<file path="src/rtl/led_scan_controller.sv">
// rtl/led_scan_controller.sv - marquee message store and 4-digit multiplexed scan for a shared 7-segment decoder
module led_scan_controller #(
   parameter int REFRESH_DIV = 50000
) (
   input  logic       clk,
   input  logic       reset,
   input  logic [3:0] char_in,
   input  logic       char_valid,
   output logic       char_ready,
   input  logic       clear,
   output logic [3:0] char_out,
   output logic [3:0] an,
   output logic       bad_char
);

   localparam logic [15:0] CNT_MAX = 16'(REFRESH_DIV - 1);
   localparam logic [3:0]  SPACE   = 4'b1100;
   localparam logic [3:0]  DASH    = 4'b1010;

   typedef enum logic [2:0] {SCAN, CLR0, CLR1, CLR2, CLR3} state_t;

   state_t           state_q, state_d;
   logic [3:0][3:0]  digit_q, digit_d;
   logic [15:0]      cnt_q, cnt_d;
   logic [1:0]       idx_q, idx_d;
   logic [3:0]       an_q, an_d;
   logic [3:0]       char_out_q, char_out_d;
   logic             bad_q, bad_d;

   logic             clr_en;
   logic [1:0]       clr_idx;
   logic             xfer;
   logic             code_bad;

   always_ff @(posedge clk or negedge reset) begin
      if (!reset) begin
         state_q    <= SCAN;
         digit_q    <= {4{SPACE}};
         cnt_q      <= '0;
         idx_q      <= '0;
         an_q       <= 4'b1111;
         char_out_q <= SPACE;
         bad_q      <= 1'b0;
      end else begin
         state_q    <= state_d;
         digit_q    <= digit_d;
         cnt_q      <= cnt_d;
         idx_q      <= idx_d;
         an_q       <= an_d;
         char_out_q <= char_out_d;
         bad_q      <= bad_d;
      end
   end

   always_comb begin
      state_d = state_q;
      case (state_q)
         SCAN:    if (clear) state_d = CLR0;
         CLR0:    state_d = CLR1;
         CLR1:    state_d = CLR2;
         CLR2:    state_d = CLR3;
         CLR3:    state_d = SCAN;
         default: state_d = SCAN;
      endcase
   end

   // Clear walks one digit per cycle; the store is locked out until it is done.
   always_comb begin
      char_ready = 1'b0;
      clr_en     = 1'b0;
      clr_idx    = 2'd0;
      case (state_q)
         SCAN:    char_ready = !clear;
         CLR0:    begin clr_en = 1'b1; clr_idx = 2'd0; end
         CLR1:    begin clr_en = 1'b1; clr_idx = 2'd1; end
         CLR2:    begin clr_en = 1'b1; clr_idx = 2'd2; end
         CLR3:    begin clr_en = 1'b1; clr_idx = 2'd3; end
         default: char_ready = 1'b0;
      endcase
   end

   always_comb begin
      xfer     = char_valid && char_ready;
      code_bad = char_in > SPACE;
      digit_d  = digit_q;
      if (xfer) begin
         digit_d = {digit_q[2:0], code_bad ? DASH : char_in};
      end else if (clr_en) begin
         digit_d[clr_idx] = SPACE;
      end
      bad_d = xfer && code_bad;
   end

   // Scan runs free of the FSM; outputs reflect the stored contents before this edge.
   always_comb begin
      cnt_d      = (cnt_q == CNT_MAX) ? 16'd0 : cnt_q + 16'd1;
      idx_d      = (cnt_q == CNT_MAX) ? idx_q + 2'd1 : idx_q;
      an_d       = ~(4'b0001 << idx_q);
      char_out_d = digit_q[idx_q];
   end

   assign char_out = char_out_q;
   assign an       = an_q;
   assign bad_char = bad_q;

endmodule
</file>
<file path="config.mk">
export PLATFORM = sky130hd
export DESIGN_NAME = led_scan_controller
export DESIGN_NICKNAME = d
export VERILOG_FILES = /design/src/rtl/led_scan_controller.sv
export SDC_FILE = /design/constraint.sdc
export NUM_CORES = 1
export LEC_CHECK = 0
export ABC_AREA = 1
export BUFFER_PORTS_ARGS = -buffer_cell sky130_fd_sc_hd__buf_4
export CORE_AREA = 2 2 62 64
export CTS_BUF_LIST = sky130_fd_sc_hd__clkbuf_8 sky130_fd_sc_hd__clkbuf_16
export CTS_CLUSTER_SIZE = 14
export DETAILED_ROUTE_END_ITERATION = 6
export DIE_AREA = 0 0 64 66
export PLACE_DENSITY = 0.83
export RECOVER_POWER = 25
export SYNTH_ARGS = -nofsm -noshare
export SYNTH_HDL_FRONTEND = slang
export SYNTH_SLANG_ARGS = --single-unit
</file>
<file path="constraint.sdc">
create_clock -name clk -period 3.3 [get_ports clk]
set_input_delay 0.33 -clock clk [delete_from_list [all_inputs] [get_ports clk]]
set_output_delay 0.33 -clock clk [all_outputs]
set_load 0.01 [all_outputs]
</file>
==> results of run 1 <==
flip-flops by register name, summed over array words and instances, names as in the netlist:
register  flops
cnt_q        16
state_q       3
an            4
digit_q      16
idx_q         2
char_out      4
bad_char      1
cell usage after synthesis, drive strengths merged, types with 2 or more instances:
cell type / n
o21ai: 13
nand2: 47
o22ai: 5
nor2: 40
inv: 41
nand3: 12
dfrtp: 32
clkinv: 2
a22oi: 2
ha: 5
dfstp: 14
xor2: 9
buf: 2
o21bai: 2
a21oi: 16
kinds of logic (layout without fill, tap and decap cells):
kind of cell             Yosys count  count (layout)
XOR/XNOR                           9               9
adder cells (fa/ha/maj)            5               5
AO/OA/AOI/OAI                     38              38
AND/OR/NAND/NOR                  103             103
flip-flops                        46              46
buffers and inverters             45              68
area by class of cell:
cell class                      count  area (um^2)
Tap cell                           48         60.1
Multi-Input combinational cell    155          821
Timing Repair Buffer               17          128
Sequential cell                    46         1170
Clock buffer                        6         82.6
Fill cell                         282         1120
Inverter                           43          163
Clock inverter                      2         8.76
placed cells by master, fill, tap and decap left out, drive strengths merged:
master,n
nand2,47
inv,42
nor2,40
dfrtp,32
buf,17
a21oi,16
dfstp,14
o21ai,13
nand3,12
xor2,9
clkbuf,6
ha,5
o22ai,5
clkinv,3
o21bai,2
a22oi,2
and2,1
nand4,1
nand3b,1
nor3,1
worst max-delay path by stage:
stage / startpoint / endpoint / depth (start not counted)
detailed placement: cnt_q[0]$_DFF_PN0_ / idx_q[0]$_DFFE_PN0N_ / 9
finish: state_q[0]$_DFFE_PN0N_ / char_ready / 4
global placement: cnt_q[0]$_DFF_PN0_ / idx_q[0]$_DFFE_PN0N_ / 9
floorplan: cnt_q[0]$_DFF_PN0_ / idx_q[0]$_DFFE_PN0N_ / 9
global route: state_q[1]$_DFFE_PN0N_ / digit_q[13]$_DFFE_PN0P_ / 6
CTS: state_q[0]$_DFFE_PN0N_ / char_ready / 4
metal layers:
metal	GRT usage, %	up-vias	part of all wire (%)
met2	31.3	30	44
met3	5.11	6	3.8
li1	-	811	-
met5	0	-	0
met1	28.5	740	51
met4	6.52	0	1.2
critical path, stage by stage (launching register included):
cell,delay [ns]
dfrtp_1,0.43
nor2_2,0.18
nand2_1,0.06
inv_1,0.05
buf_4,0.11
where the power goes:
part | total [mW] | switching, mW | leakage [nW] | internal [mW]
Sequential | 0.740 | 0.0560 | 0.573 | 0.684
Combinational | 0.288 | 0.174 | 0.567 | 0.115
Clock | 0.342 | 0.176 | 0.0524 | 0.166
stage by stage:
stage / instance area (um^2) / setup slack, ns
after global placement: 2340 / 1.90
after global routing: 2430 / 1.71
after detailed placement: 2340 / 1.87
final: 2430 / 1.84
after floorplan: 2170 / 2.03
after CTS: 2430 / 1.84
==> summary.md, run 1 <==
| Metric | Value |
|---|---|
| Area contributors post-synth | dfrtp_1 (37%), dfstp_2 (17%), nand2_1 (6.9%) |
| Crit path DAT | 1.13 ns |
| CTS sink cnt | 46 |
| First-pass GRT wire length | 6.63 mm |
| Synth Flop Type | dfrtp_1 |
| CTS tree | yes |
| Fin Setup TNS | 0 ns |
| Simple-gate area share of the yosys netlist | 21.5% |
| Reg2reg start | cnt_q[0]$_DFF_PN0_ |
| GP Congestion | 0.822 |
| Total power draw | 1.37 mW |
| Initial Utilization | 61.1% |
| Fraction of registers with async set/reset | 100% |
| Nets | 281 |
| Num ports | 18 |
| Final WL | 3.67 mm |
| DIE AREA | 4220 um^2 |
| Pin count of the biggest net entering global routing | 47 |
| ANT cells | 0 |
| CP endpoint kind | output pin |
| Max-Cap Viols | 0 |
| Die Ht | 66 um |
| Maximum vdd drop | 359 uV |
| CTS Hold Bufs | 0 |
| Post-synthesis mux area share | 0% |
| GRT Total Usage | 20.4% |
| Area growth from synthesis to layout | 12.1% |
| Hold Path Class | primary input to asynchronous set/reset pin |
| Initial antenna violation count | 0 |
| H-tree depth | 2 |
| Static Leak | 1.19 nW |
| Area leader, netlist | dfrtp_1 |
| Cell Count Post-Placement | 309 |
| Final Max Slew Viols | 0 |
| Post-Synth Adder-Cell Area | 2.89% |
| Hold Slack | 0.0208 ns |
| Worst Tran Pin Value | 0.556 ns |
| Port Buffers | 17 |
| Reg2Reg Setup Slack | 1.86 ns |
| Final hold viol count | 0 |
| Num CTS Buffers | 5 |
| Slew Limit Headroom | 62.9% |
| FP Rows | 22 |
| Clk_skew | 0.00519 ns |
| Crit path kind | flip-flop to output pin |
| Crit-path max FO | 5 |
| Vias per inst | 5.01 |
| Core Util, Final | 68.5% |
| XOR/XNOR Fraction of Synth Area | 3.64% |
| DRC | 0 |
| Vias in the first global route | 1,498 |
| Die W | 64 um |
| Worst EP required | 2.97 ns |
| Synth unique cells | 29 |
| Crit share post-route | 44.1% |
| Final-report setup violation count | 0 |
| Hpwl dp | 2.64 mm |
| FMAX | 0.687 GHz |
| Avg Cell Area, Syn | 8.81 um^2 |
| Root Driver | clkbuf_8 |
| RSZ-0062 raised after global routing | no |
| Synth Net Count | 259 |
| Power Density | 563 nW/um^2 |
| Sequential share of the synthesized area | 53.9% |
| Longest Clk Path Bufs | 2 |
| Layout cells sized above 1 | 21.2% |
| Postcts setup bufs | 0 |
| ANT nets after route | 0 |
| Clk_lat worst skew | 0.29 ns |
| WL/cell | 11.6 um |
| Synthesis warning total | 0 |
| Worst setup SP type | flip-flop |
| Fin crit period | 1.46 ns |
| GRT overflow | 0 |
| Reg2reg end | idx_q[0]$_DFFE_PN0N_ |
| Synthesized area | 2170 um^2 |
| CTS-repair resized insts | 0 |
| Gate Count Post-Synth | 246 |
| Via Count | 1,587 |
| Post-synth top area share | 36.9% |
| R2R depth | 9 |
| Core Region | 3550 um^2 |
| Router iterations before antenna repair | 4 |
| Initial DRC Count | 85 |
| Clock slew at reported path FFs | 0.08 ns |
| Complex-gate fraction of the synthesized area | 9.81% |
| Number of enable flip-flop cells after synthesis | 0 |
| Status | finished, final reports clean |
| Seq cells post-synth | 46 |
| Largest family of logic cells by synthesized area | simple AND/OR/NAND/NOR gates |
| Final std cells w/o fill | 317 |
No activity file was read; power rests on OpenSTA's default activity.
==> inputs of run 2 (changes only) <==
--- a/config.mk
+++ b/config.mk
@@ -7,12 +7,12 @@
 export LEC_CHECK = 0
 export ABC_AREA = 1
 export BUFFER_PORTS_ARGS = -buffer_cell sky130_fd_sc_hd__buf_4
-export CORE_AREA = 2 2 62 64
+export CORE_AREA = 2 2 65 67
 export CTS_BUF_LIST = sky130_fd_sc_hd__clkbuf_8 sky130_fd_sc_hd__clkbuf_16
 export CTS_CLUSTER_SIZE = 14
 export DETAILED_ROUTE_END_ITERATION = 6
-export DIE_AREA = 0 0 64 66
-export PLACE_DENSITY = 0.83
+export DIE_AREA = 0 0 67 69
+export PLACE_DENSITY = 0.77
 export RECOVER_POWER = 25
 export SYNTH_ARGS = -nofsm -noshare
 export SYNTH_HDL_FRONTEND = slang
==> constraint.sdc (replaced) <==
create_clock -name clk -period 1.5 [get_ports clk]
set_input_delay 0.15 -clock clk [delete_from_list [all_inputs] [get_ports clk]]
set_output_delay 0.15 -clock clk [all_outputs]
set_load 0.01 [all_outputs]
==> run 2 against run 1 <==
Against the previous run:
- clock-buffer cell count is the same
- sequential power grew 120%
- sequential share of layout area shrank 0.85 points
- power grew 120%
- die area grew 9.4%
- critical path depth grew 5
- utilization shrank 5.2 points
- final cell count grew 2.2%
- clock power grew 130%
- first-iteration DRC count shrank 4.7%
- wire length grew 1.5%
- setup slack lost 1.7 ns
==> summary.md, run 2 (synthesized netlist as in run 1, its figures left out) <==
| Metric | Value |
|---|---|
| Status | finished, final reports clean |
| Initial DRC Count | 81 (-4.7%) |
| Reg2reg start | cnt_q[0]$_DFF_PN0_ |
| Critical path origin | cnt_q[0]$_DFF_PN0_ |
| Die W | 67 um (+4.7%) |
| Fin crit period | 1.38 ns |
| Worst Hold Launch | char_in[0] |
| Clock slew at reported path FFs | 0.08 ns (about the same) |
| Most common cell after layout, fill and taps aside | nand2_1 |
| Cell Count Post-Placement | 315 (+1.9%) |
| CTS sink cnt | 46 (unchanged) |
| Final hold viol count | 0 (unchanged) |
| Clk_skew | 0.00700 ns (+0.00181 ns) |
| Initial Utilization | 55.4% (-5.7 points) |
| Power Density | 1230 nW/um^2 (+120%) |
| Crit share post-route | 92.3% |
| Static Leak | 1.21 nW (+1.4%) |
| ANT cells | 0 (unchanged) |
| WL/cell | 11.5 um (-0.72%) |
| Hold Path Class | primary input to flip-flop |
| Largest regs | cnt_q (16), digit_q (16) |
| Port Buffers | 17 (unchanged) |
| CTS tree | yes |
| Crit-path max FO | 6 (+1) |
| Hpwl dp | 2.72 mm (+2.9%) |
| Num CTS Buffers | 5 (unchanged) |
| Initial antenna violation count | 0 (unchanged) |
| GRT overflow | 0 (unchanged) |
| Final WL | 3.72 mm (+1.5%) |
| Via Count | 1,573 (-0.88%) |
| Total power draw | 3.05 mW (+120%) |
| GRT Total Usage | 19.1% (-1.3 points) |
| Vias in the first global route | 1,540 (+2.8%) |
| FMAX | 0.722 GHz |
| Fin Setup TNS | 0 ns (unchanged) |
| Final std cells w/o fill | 324 (+2.2%) |
| Final Max Slew Viols | 0 (unchanged) |
| ANT nets after route | 0 (unchanged) |
| Crit path kind | flip-flop to flip-flop |
| Crit path DAT | 1.58 ns (+0.45 ns) |
| Router iterations before antenna repair | 4 (unchanged) |
| FP Rows | 23 (+4.5%) |
| Max-Cap Viols | 0 (unchanged) |
| Postcts setup bufs | 0 (unchanged) |
| Core Region | 3910 um^2 (+10%) |
| Die Ht | 69 um (+4.5%) |
| First-pass GRT wire length | 6.71 mm (+1.1%) |
| Clk_lat worst skew | 0.30 ns (about the same) |
| GP Congestion | 0.842 (+2.4%) |
| Maximum vdd drop | 732 uV (+100%) |
| Nets | 286 (+1.8%) |
| Worst EP required | 1.70 ns (-1.27 ns) |
| CP endpoint kind | flip-flop |
| DIE AREA | 4620 um^2 (+9.4%) |
| Slew Limit Headroom | 27.9% (-35 points) |
| Worst setup SP type | flip-flop |
| Layout cells sized above 1 | 22.6% (+1.4 points) |
| Vias per inst | 4.85 (-3.0%) |
| Area growth from synthesis to layout | 14.1% |
| Final-report setup violation count | 0 (unchanged) |
| Num ports | 18 (unchanged) |
| Longest Clk Path Bufs | 2 (unchanged) |
| Pin count of the biggest net entering global routing | 47 (unchanged) |
| DRC | 0 (unchanged) |
| Worst Tran Pin Value | 1.08 ns (+0.526 ns) |
| Root Driver | clkbuf_8 |
| H-tree depth | 2 (unchanged) |
| Commonest non-fill, non-tap cells in the layout | nand2_1 (40), inv_1 (38), nor2_1 (35) |
| RSZ-0062 raised after global routing | no |
## run 2: changes by cell type in the layout (fill, tap and decap cells not counted)
cell | previous run | this run
clkbuf_2 | 0 | 1
buf_4 | 17 | 20
dlygate4sd3_1 | 0 | 1
clkinvlp_4 | 0 | 1
inv_1 | 39 | 38
## run 2: power breakdown
group | switching [mW] | total [mW] | internal (mW)
Clock | 0.406 | 0.776 | 0.370
Combinational | 0.385 | 0.644 | 0.259
Sequential | 0.131 | 1.63 | 1.50
Total | 0.921 | 3.05 | 2.13
## run 2: layout make-up
class	instances	area (um^2)
Fill cell	358	1440
Sequential cell	46	1170
Multi-Input combinational cell	155	821
Timing Repair Buffer	22	165
Inverter	43	163
Clock buffer	6	82.6
Tap cell	50	62.6
Clock inverter	2	12.5
## run 2: final timing paths
| path | end | slack [ns] | cells past startpoint |
|---|---|---|---|
| min in group asynchronous | cnt_q[7]$_DFF_PN0_ | 0.58 | 2 |
| worst min-delay path | digit_q[0]$_DFFE_PN0P_ | 0.09 | 3 |
| worst min register to register | char_out[2]$_DFF_PN1_ | 0.49 | 2 |
| worst max register to register | idx_q[0]$_DFFE_PN0N_ | 0.12 | 9 |
| worst max-delay path | idx_q[0]$_DFFE_PN0N_ | 0.12 | 9 |
| max in group asynchronous | digit_q[4]$_DFFE_PN0P_ | 0.26 | 2 |
## run 2: metrics by stage
step	worst slack (ns)	utilization [%]	hold WS [ns]	area [um^2]
finish	0.115	63.2	0.0891	2470
global route	0.00437	63.2	0.0831	2470
CTS	0.111	63.3	0.0869	2480
floorplan	0.228	-	-0.146	2170
detailed placement	0.125	60.6	0.181	2370
global placement	0.138	60.6	0.181	2370
## run 2: repair_timing
action                                 CTS  global route
endpoints found under the hold margin   32             0
setup endpoints to repair                0             0
resized for setup                        0             0
hold buffers                             1             0
## run 2: critical path, stage by stage, from the launching register on
cell      delay, ns
dfrtp_1        0.42
ha_1           0.24
nand2_2        0.11
inv_2          0.05
nand2_2        0.08
nor2_1         0.05
nand2_1        0.12
clkinv_2       0.11
nand2_1        0.07
nand2_1        0.04
## run 2: per-layer routing
| layer | global-route usage, % | up-vias | share of wire [%] |
|---|---|---|---|
| li1 | - | 821 | - |
| met1 | 25.8 | 714 | 48 |
| met2 | 28.7 | 34 | 46 |
| met3 | 5.87 | 4 | 4.8 |
| met4 | 7.03 | 0 | 1.5 |
| met5 | 0 | - | 0 |
